$ cat src/rtl/ffsr_pulse_counter_array.sv
// Multi-channel pulse-driven up/down counter array.
// Each channel has a registered count, at_max/at_zero flags and a one-cycle threshold fire pulse.
module ffsr_pulse_counter_array #(
    parameter int NCH        = 4,
    parameter int WIDTH      = 3,
    parameter bit SATURATE   = 1'b1,
    parameter int THRESH     = 7,
    parameter bit FIRE_CLEAR = 1'b0
) (
    input  logic                   clk,
    input  logic                   rst,
    input  logic                   en,
    input  logic [NCH-1:0]         inc,
    input  logic [NCH-1:0]         dec,
    input  logic [NCH-1:0]         clr,
    output logic [NCH*WIDTH-1:0]   out,
    output logic [NCH-1:0]         at_max,
    output logic [NCH-1:0]         at_zero,
    output logic [NCH-1:0]         fire
);

    localparam int MAXI = (1 << WIDTH) - 1;
    localparam logic [WIDTH-1:0] MAX   = '1;
    localparam logic [WIDTH-1:0] TH_M1 = WIDTH'(THRESH - 1);

    if (THRESH < 1 || THRESH > MAXI) begin : g_bad_thresh
        $error("THRESH must lie in 1..2^WIDTH-1");
    end

    for (genvar i = 0; i < NCH; i++) begin : g_ch
        logic [WIDTH-1:0] cnt_q;
        logic [WIDTH-1:0] cnt_d;
        logic             max_q;
        logic             zero_q;
        logic             fire_q;
        logic             fire_d;

        always_comb begin
            cnt_d  = cnt_q;
            fire_d = 1'b0;
            priority case (1'b1)
                !en: ;
                clr[i]: cnt_d = '0;
                inc[i] && !dec[i]: begin
                    if (cnt_q == MAX)
                        cnt_d = SATURATE ? MAX : '0;
                    else
                        cnt_d = cnt_q + 1'b1;
                    // Only an inc landing exactly on THRESH fires; wraps land on 0.
                    if (cnt_q == TH_M1) begin
                        fire_d = 1'b1;
                        if (FIRE_CLEAR)
                            cnt_d = '0;
                    end
                end
                dec[i] && !inc[i]: begin
                    if (cnt_q == '0)
                        cnt_d = SATURATE ? '0 : MAX;
                    else
                        cnt_d = cnt_q - 1'b1;
                end
                default: ;
            endcase
        end

        always_ff @(posedge clk) begin
            if (!rst) begin
                cnt_q  <= '0;
                max_q  <= 1'b0;
                zero_q <= 1'b1;
                fire_q <= 1'b0;
            end else begin
                cnt_q  <= cnt_d;
                max_q  <= (cnt_d == MAX);
                zero_q <= (cnt_d == '0);
                fire_q <= fire_d;
            end
        end

        assign out[i*WIDTH +: WIDTH] = cnt_q;
        assign at_max[i]             = max_q;
        assign at_zero[i]            = zero_q;
        assign fire[i]               = fire_q;
    end

endmodule

$ cat config.mk
export PLATFORM = sky130hd
export DESIGN_NAME = ffsr_pulse_counter_array
export DESIGN_NICKNAME = d
export VERILOG_FILES = /design/src/rtl/ffsr_pulse_counter_array.sv
export SDC_FILE = /design/constraint.sdc
export NUM_CORES = 1
export LEC_CHECK = 0
export BUFFER_PORTS_ARGS = -buffer_cell sky130_fd_sc_hd__buf_2
export CAP_MARGIN = 30
export CORE_MARGIN = 5
export CORE_UTILIZATION = 57
export DETAILED_ROUTE_END_ITERATION = 16
export PLACE_DENSITY = 0.82
export SLEW_MARGIN = 10
export SYNTH_ARGS = -nofsm -noshare
export SYNTH_HDL_FRONTEND = slang
export SYNTH_SLANG_ARGS = --single-unit
export TNS_END_PERCENT = 100
$ cat constraint.sdc
create_clock -name clk -period 3.7 [get_ports clk]
set_input_delay 0.37 -clock clk [delete_from_list [all_inputs] [get_ports clk]]
set_output_delay 0.37 -clock clk [all_outputs]
set_load 0.03 [all_outputs]
# After elaboration in Yosys (flattened, before gate mapping)
# Index checks and enable logic that the tools add are counted.
# word_totals
register_bits	24
inputBits	15
elab_cells	98
# classes
n_addsub	8
n_eq_ne	12
muxes	28
bitwise_logic	6
reduce_logical	28
# ops
operator	n
3-bit 2-to-1 mux	24
3-bit == test, second input constant	12
3-bit zero test	8
4-bit OR reduction	4
3-bit by 1-bit adder with 3-bit output, second input constant	4
3-bit by 1-bit subtractor with 3-bit output, second input constant	4
1-bit logical AND	8
1-bit zero test	8
1-bit NOT	6
1-bit 2-to-1 mux	4

# Longest topological paths before layout
# Gate-level depths: netlist (run 1).
# depth
depth_word	7
ltp_mapped	9

# Worst setup path after synthesis (run 1)
# Ideal clock, no wire load.
# synth_path
kind	register to register
start	reg g_ch[1].cnt_q[0]
end	reg g_ch[1].zero_q
setup_ps	132
t_arrival_ps	2070
setup_slack_ps	1498
path_stages_with_launch	9
path_cell_list	dfxtp_1 > inv_1 > ha_1 > ha_1 > or3b_1 > a2111oi_2 > a211oi_1 > nand2_1 > o21ai_1
# synth_between
elab_chain_len	7
elab_cells_between_ends	11
classes_between	add/sub: 2; eq/ne: 1; mux: 6; reduce/logical: 2
# synth_rtl
item	line_no	text
start: declaration	31	logic [WIDTH-1:0] cnt_q;
start signal: assignment	73	cnt_q <= cnt_d;
3-bit by 1-bit subtractor with 3-bit output or 3-bit zero test (tied branches)	60, 57	
3-bit 2-to-1 mux	57	if (cnt_q == '0)
3-bit 2-to-1 mux (3 in series)	41	priority case (1'b1)
3-bit 2-to-1 mux *	41	
3-bit zero test *	75	zero_q <= (cnt_d == '0);
end signal: assignment	75	
end: declaration	34	logic zero_q;
# Every way passes the cells marked *; elsewhere a longest branch is shown, timed or not.
# A chain may end at the register's enable or synchronous reset.

# Final worst setup path (run 1)
# Same ends and word-level chain as after synthesis.

==> impl_metrics.toml, run 1 <==
[run_status]
status = "completed"

[critical_path]
arrival_ps = 2300
startpoint_type = "flop"
regToRegSetupSlack_ps = 1620
r2r-end = "g_ch[1].zero_q$_SDFF_PN1_"
endpoint_kind = "flop"
ff2ff_path_depth = 8
r2r-start = "g_ch[1].cnt_q[0]$_SDFF_PN0_"
critical_path.max_fanout = 5
crit_required_ps = 3920
path_class = "flop to flop"

[timing]
max_freq_ghz = 0.481
worst_pin_slew_ps = 426
tns_ps = 0
finalSetupViolCount = 0
maxSlewViolCount = 0
skew_ps = 5.49
rsz0062_at_grt = "no"
fin_crit_sh = 0.562
slew_headroom = 0.708
min_period_ps = 2080
hold_viol = 0

[clock_tree]
ctsHoldBuffers = 0
cts_resized = 0
cts_tree = "done"
clkSlewWorstSetupHoldPaths_ps = 130
clock_latency_ps = 320
numCtsBuffers = 3
h-tree-depth = 1
cts_sinks = 24
clockBufferDepth = 2
root_buffer = "clkbuf_4"
post-cts-setup-buffer-count = 0

[global_routing]
grt_pass1_wl_um = 5460
grt_max_degree = 25
antenna_found_initial = 0
grt_remaining_overflow = 0
first_global_vias = 1304
track_usage = 0.161

[logic_synthesis]
yosysTopAreaCell = "dfxtp_1"
yosysTopAreaCellShare = 0.300
netlist_area_um2 = 1600
syn_nets = 223
ys_ff_latch = 24
syn_avg_cell_area_um2 = 8.53
synth_xor_area_frac = 0.00546
synth-adder-area-share = 0.156
synthMuxAreaShare = 0.0125
synth_compound_area_frac = 0.209
synth_top_family_by_area = "compound AO/OA/AOI/OAI gates"
yosysUniqueCellTypes = 46
synthArstFlopShare = 0
synth_cells = 188
yosys.area_share.simple = 0.200
synth_ff_type = "dfxtp_1"
ys_seq_area_frac = 0.300
synth_edf_count = 0
yosysWarnings = 0
yosys-top-cells-area = "dfxtp_1 30%, ha_1 16%, buf_4 5.6%, inv_1 5.1%, nand2_1 3.0%"

[floorplanning]
die_area_um2 = 3980
chipWidth_um = 63.1
core_um2 = 2730
start_util = 0.587
die_h_um = 63.1
row_count = 19
ioPinCount = 39

[detailed_routing]
vias = 1383
wl_um = 3150
drt_iter0_drc = 59
routed_via_density = 5.62
avgRoutedWirePerCell_um = 12.8
ant_nets = 0
drc = 0
dr.pass1.iters = 4

[min_path]
hold_end = "g_ch[2].fire_q$_SDFF_PP0_"
hold_path_depth = 2
hold_path.class = "input pin to flop"
holdCritStartpoint = "clr[2]"

[place]
place.gp.congestion = 0.842
portBuffers = 38
hpwlAfterDp_um = 2390

[run]
maxCapViolations = 0

[layout]
fin_util = 0.646
area_growth_pct = 10.1
nets = 251
diodes = 0
layout-drive-gt1-share = 0.214
fill_cells = 242

[power_and_ir_drop]
p_total_mw = 0.541
p_per_area_nw_per_um2 = 306
ir_drop_v = 0.000195
p_leak_nw = 0.872
layer usage:
metal | vias up | track usage | share of wire
li1 | 700 | - | -
met1 | 641 | 0.201 | 0.46
met2 | 37 | 0.283 | 0.47
met3 | 5 | 0.0142 | 0.052
met4 | 0 | 0.0610 | 0.016
met5 | - | 0 | 0
critical path, stage by stage (launching register included):
cell and delay [ps]:
dfxtp_1 440, inv_1 100, ha_1 240, ha_1 180
or3b_1 370, a2111oi_2 360, a211oi_1 130, nand2_1 100
o21ai_1 60
synthesized netlist by cell type, drive strengths merged (2+ instances only):
master   count
buf         13
nand3b       2
nand2b       4
and2         3
nor2         9
a211o        2
ha          20
dfxtp       24
o221ai       2
nand2       13
nor3b        6
nor2b        6
a21oi        9
a22oi        3
nand3        3
a211oi       2
mux2i        2
o211ai       2
o211a        2
clkbuf       2
a2111oi      5
o21ai        9
nor3         3
o31ai        2
nor4         3
inv         23
where the power goes:
| group | internal, mW | switching [mW] |
|---|---|---|
| combinational | 0.0454 | 0.0780 |
| clock | 0.0603 | 0.0797 |
| sequential | 0.269 | 0.00912 |
registers in the layout, summed over array words and instances (netlist names):
signal	count
g_ch.cnt_q	12
g_ch.zero_q	4
g_ch.fire_q	4
g_ch.max_q	4
final cells by class:
type                            instances  area (um^2)  share of cell area
Multi-Input combinational cell        126          935               0.529
Timing Repair Buffer                   38          190               0.108
Clock buffer                            4         36.3              0.0205
Tap cell                               31         38.8              0.0220
Inverter                               23         86.3              0.0489
Sequential cell                        24          480               0.272
through the flow:
stage	area [um^2]	hold slack, ps	setup WS (ps)	cells
final	1770	265	1620	246
after global routing	1770	263	1460	246
after CTS	1770	254	1630	246
after detailed placement	1730	531	1640	242
after global placement	1730	542	1690	242
after floorplan	1600	446	1500	188
kinds of logic after synthesis:
group / count (synthesis)
XOR/XNOR: 1
buffers and inverters: 38
flip-flops: 24
multiplexers: 2
AND/OR/NAND/NOR: 57
adder cells (fa/ha/maj): 20
AO/OA/AOI/OAI: 46
worst max path at each step:
| stage | from | end | slack (ps) | depth (start not counted) |
|---|---|---|---|---|
| finish | g_ch[1].cnt_q[0]$_SDFF_PN0_ | g_ch[1].zero_q$_SDFF_PN1_ | 1620 | 8 |
| global route | g_ch[1].cnt_q[0]$_SDFF_PN0_ | g_ch[1].max_q$_SDFF_PN0_ | 1460 | 7 |
| CTS | g_ch[1].cnt_q[0]$_SDFF_PN0_ | g_ch[1].zero_q$_SDFF_PN1_ | 1630 | 8 |
| detailed placement | g_ch[1].cnt_q[0]$_SDFF_PN0_ | g_ch[1].zero_q$_SDFF_PN1_ | 1640 | 8 |
| global placement | g_ch[1].cnt_q[0]$_SDFF_PN0_ | g_ch[1].zero_q$_SDFF_PN1_ | 1690 | 8 |
| floorplan | g_ch[1].cnt_q[0]$_SDFF_PN0_ | g_ch[1].zero_q$_SDFF_PN1_ | 1500 | 8 |
cell usage in the layout (no fill, tap or decap), types with 4 or more instances in the layout:
master / synthesis / routed
o21ai_1: 4 / 4
nand2_1: 13 / 13
inv_1: 22 / 22
buf_2: 1 / 38
nor2_1: 9 / 9
dfxtp_1: 24 / 24
nor2b_1: 6 / 6
a21oi_1: 9 / 9
nand2b_1: 4 / 4
o21ai_0: 5 / 5
nor3b_1: 5 / 5
ha_1: 20 / 20
(Power assumes the default switching activity.)
==> inputs of run 2 (changes only) <==
- ABC_AREA: unset -> 1
- CORE_UTILIZATION: 57 -> 54
- PLACE_DENSITY: 0.82 -> 0.78
- clock period: 3.7 -> 2.1 ns (I/O delays scaled with it)
==> impl_metrics.toml, run 2 <==
[logic_synthesis]
yosys-top-cells-area = "dfxtp_1 28%, nand2_1 16%, ha_1 15%, inv_1 8.0%, nand3_1 6.5%"
syn_avg_cell_area_um2 = 6.72
synth_most_common_cell = "nand2_1"
synth_compound_area_frac = 0.0584
yosysWarnings = 0
synthMuxAreaShare = 0
syn_nets = 287
ys_seq_area_frac = 0.284
synthArstFlopShare = 0
yosysTopAreaCell = "dfxtp_1"
synth_cells = 252
synth_top_family_by_area = "simple AND/OR/NAND/NOR gates"
synth_common_cells = "73 x nand2_1, 36 x inv_1, 24 x dfxtp_1, 22 x nand3_1, 20 x ha_1"
yosysTopAreaCellShare = 0.284
netlist_area_um2 = 1690
synth_edf_count = 0
yosys.area_share.simple = 0.352
synth_ff_type = "dfxtp_1"
synth-adder-area-share = 0.148
yosysUniqueCellTypes = 26
ys_ff_latch = 24
synth_xor_area_frac = 0

[clock_tree]
clockBufferDepth = 2
numCtsBuffers = 3
cts_sinks = 24
h-tree-depth = 1
root_buffer = "clkbuf_4"
cts_resized = 0
ctsHoldBuffers = 0
clkSlewWorstSetupHoldPaths_ps = 140
post-cts-setup-buffer-count = 0
cts_tree = "done"
clock_latency_ps = 310

[min_path]
hold_path_depth = 2
hold_path.class = "input pin to flop"

[timing]
rsz0062_at_grt = "no"
worst_pin_slew_ps = 353
slew_headroom = 0.765
fin_crit_sh = 0.722
min_period_ps = 1520
maxSlewViolCount = 0
finalSetupViolCount = 0
skew_ps = 9.83
max_freq_ghz = 0.659
hold_viol = 0
tns_ps = 0

[place]
place.gp.congestion = 0.895
portBuffers = 38
dpl-instance-area_um2 = 1820
hpwlAfterDp_um = 2600

[critical_path]
arrival_ps = 1770
path_class = "flop to flop"
endpoint_kind = "flop"
slowest_delay_ps = 440
cpLargestDelayFamily = "flip-flops"
critical_path.max_fanout = 6
crit_required_ps = 2350
crit_buf_inv = 2
crit_cells = 9
cpMaxStageDelayCell = "dfxtp_1"
path_cells = "inv_1 -> ha_1 -> inv_1 -> ha_1 -> nor2_1 -> o21ai_1 -> and2_1 -> nand2_1 -> nor2_1"
ff2ff_path_depth = 9
startpoint_type = "flop"

[detailed_routing]
wl_um = 3260
drc = 0
drt_iter0_drc = 94
dr.pass1.iters = 4
routed_via_density = 4.73
vias = 1527
avgRoutedWirePerCell_um = 10.1
ant_nets = 0

[layout]
layout-drive-gt1-share = 0.219
regMostFlops = "g_ch.cnt_q"
largest_register_ff_count = 12
diodes = 0
area_growth_pct = 10.9
fin_util = 0.620
final_common_cell = "nand2_1"
nets = 315
final_cell_mix = "73 x nand2_1, 38 x buf_2, 36 x inv_1"
final_cell_area_um2 = 1880

[floorplanning]
die_h_um = 66.0
start_util = 0.559
chipWidth_um = 66.0
row_count = 20
ioPinCount = 39
core_um2 = 3030
die_area_um2 = 4350

[global_routing]
grt_remaining_overflow = 0
grt_max_degree = 19
grt_pass1_wl_um = 5550
antenna_found_initial = 0
first_global_vias = 1402
track_usage = 0.158

[run]
maxCapViolations = 0

[power_and_ir_drop]
p_leak_nw = 1.07
p_per_area_nw_per_um2 = 572
ir_drop_v = 0.000223

[run_status]
status = "completed"
[run 2: cell count changes after synthesis, moves of 5 or more]
cell | before | now
nand2_1 | 13 | 73
nand3_1 | 3 | 22
inv_1 | 22 | 36
nor2_1 | 9 | 18
nor2b_1 | 6 | 0
nand2_2 | 0 | 5
nor3b_1 | 5 | 0
[run 2: cell type report]
| type | count | area, um^2 |
|---|---|---|
| flip-flops and latches | 24 | 480 |
| clock inverters | 1 | 30.0 |
| well taps | 44 | 55.1 |
| inverters | 41 | 154 |
| fillers | 298 | 1150 |
| multi-input cells | 172 | 945 |
| repair buffers | 38 | 190 |
| clock buffers | 3 | 22.5 |
[run 2: worst paths after layout]
path,startpoint,end,slack (ps)
max,g_ch[3].cnt_q[0]$_SDFF_PN0_,g_ch[3].max_q$_SDFF_PN0_,580
min,clr[2],g_ch[2].fire_q$_SDFF_PP0_,60
max reg2reg,g_ch[3].cnt_q[0]$_SDFF_PN0_,g_ch[3].max_q$_SDFF_PN0_,580
min reg2reg,g_ch[2].cnt_q[2]$_SDFF_PN0_,g_ch[2].fire_q$_SDFF_PP0_,530
[run 2: kinds of logic after synthesis]
logic type,after synthesis
AO/OA/AOI/OAI,17
adder cells (fa/ha/maj),20
buffers and inverters,56
flip-flops,24
AND/OR/NAND/NOR,135
[run 2: per-layer routing]
metal / routed length, um / up-vias / track usage / part of all wire
li1: - / 819 / - / -
met1: 1560 / 671 / 0.191 / 0.48
met2: 1480 / 33 / 0.280 / 0.45
met3: 183 / 4 / 0.0289 / 0.056
met4: 34 / 0 / 0.0508 / 0.010
met5: 0 / - / 0 / 0
[run 2: through the flow]
step	setup slack [ps]	hold WS (ps)	std cells	power (mW)
6_report	583	55.2	323	1.07
5_1_grt	346	43.8	323	1.14
4_1_cts	569	41.2	323	1.08
3_5_place_dp	587	394	319	0.754
3_3_place_gp	596	396	319	0.752
2_1_floorplan	477	287	252	0.701
[run 2: where the power goes]
group | internal, mW | switching (mW) | total (mW)
logic | 0.0830 | 0.170 | 0.253
registers | 0.476 | 0.0154 | 0.491
clock network | 0.193 | 0.136 | 0.329
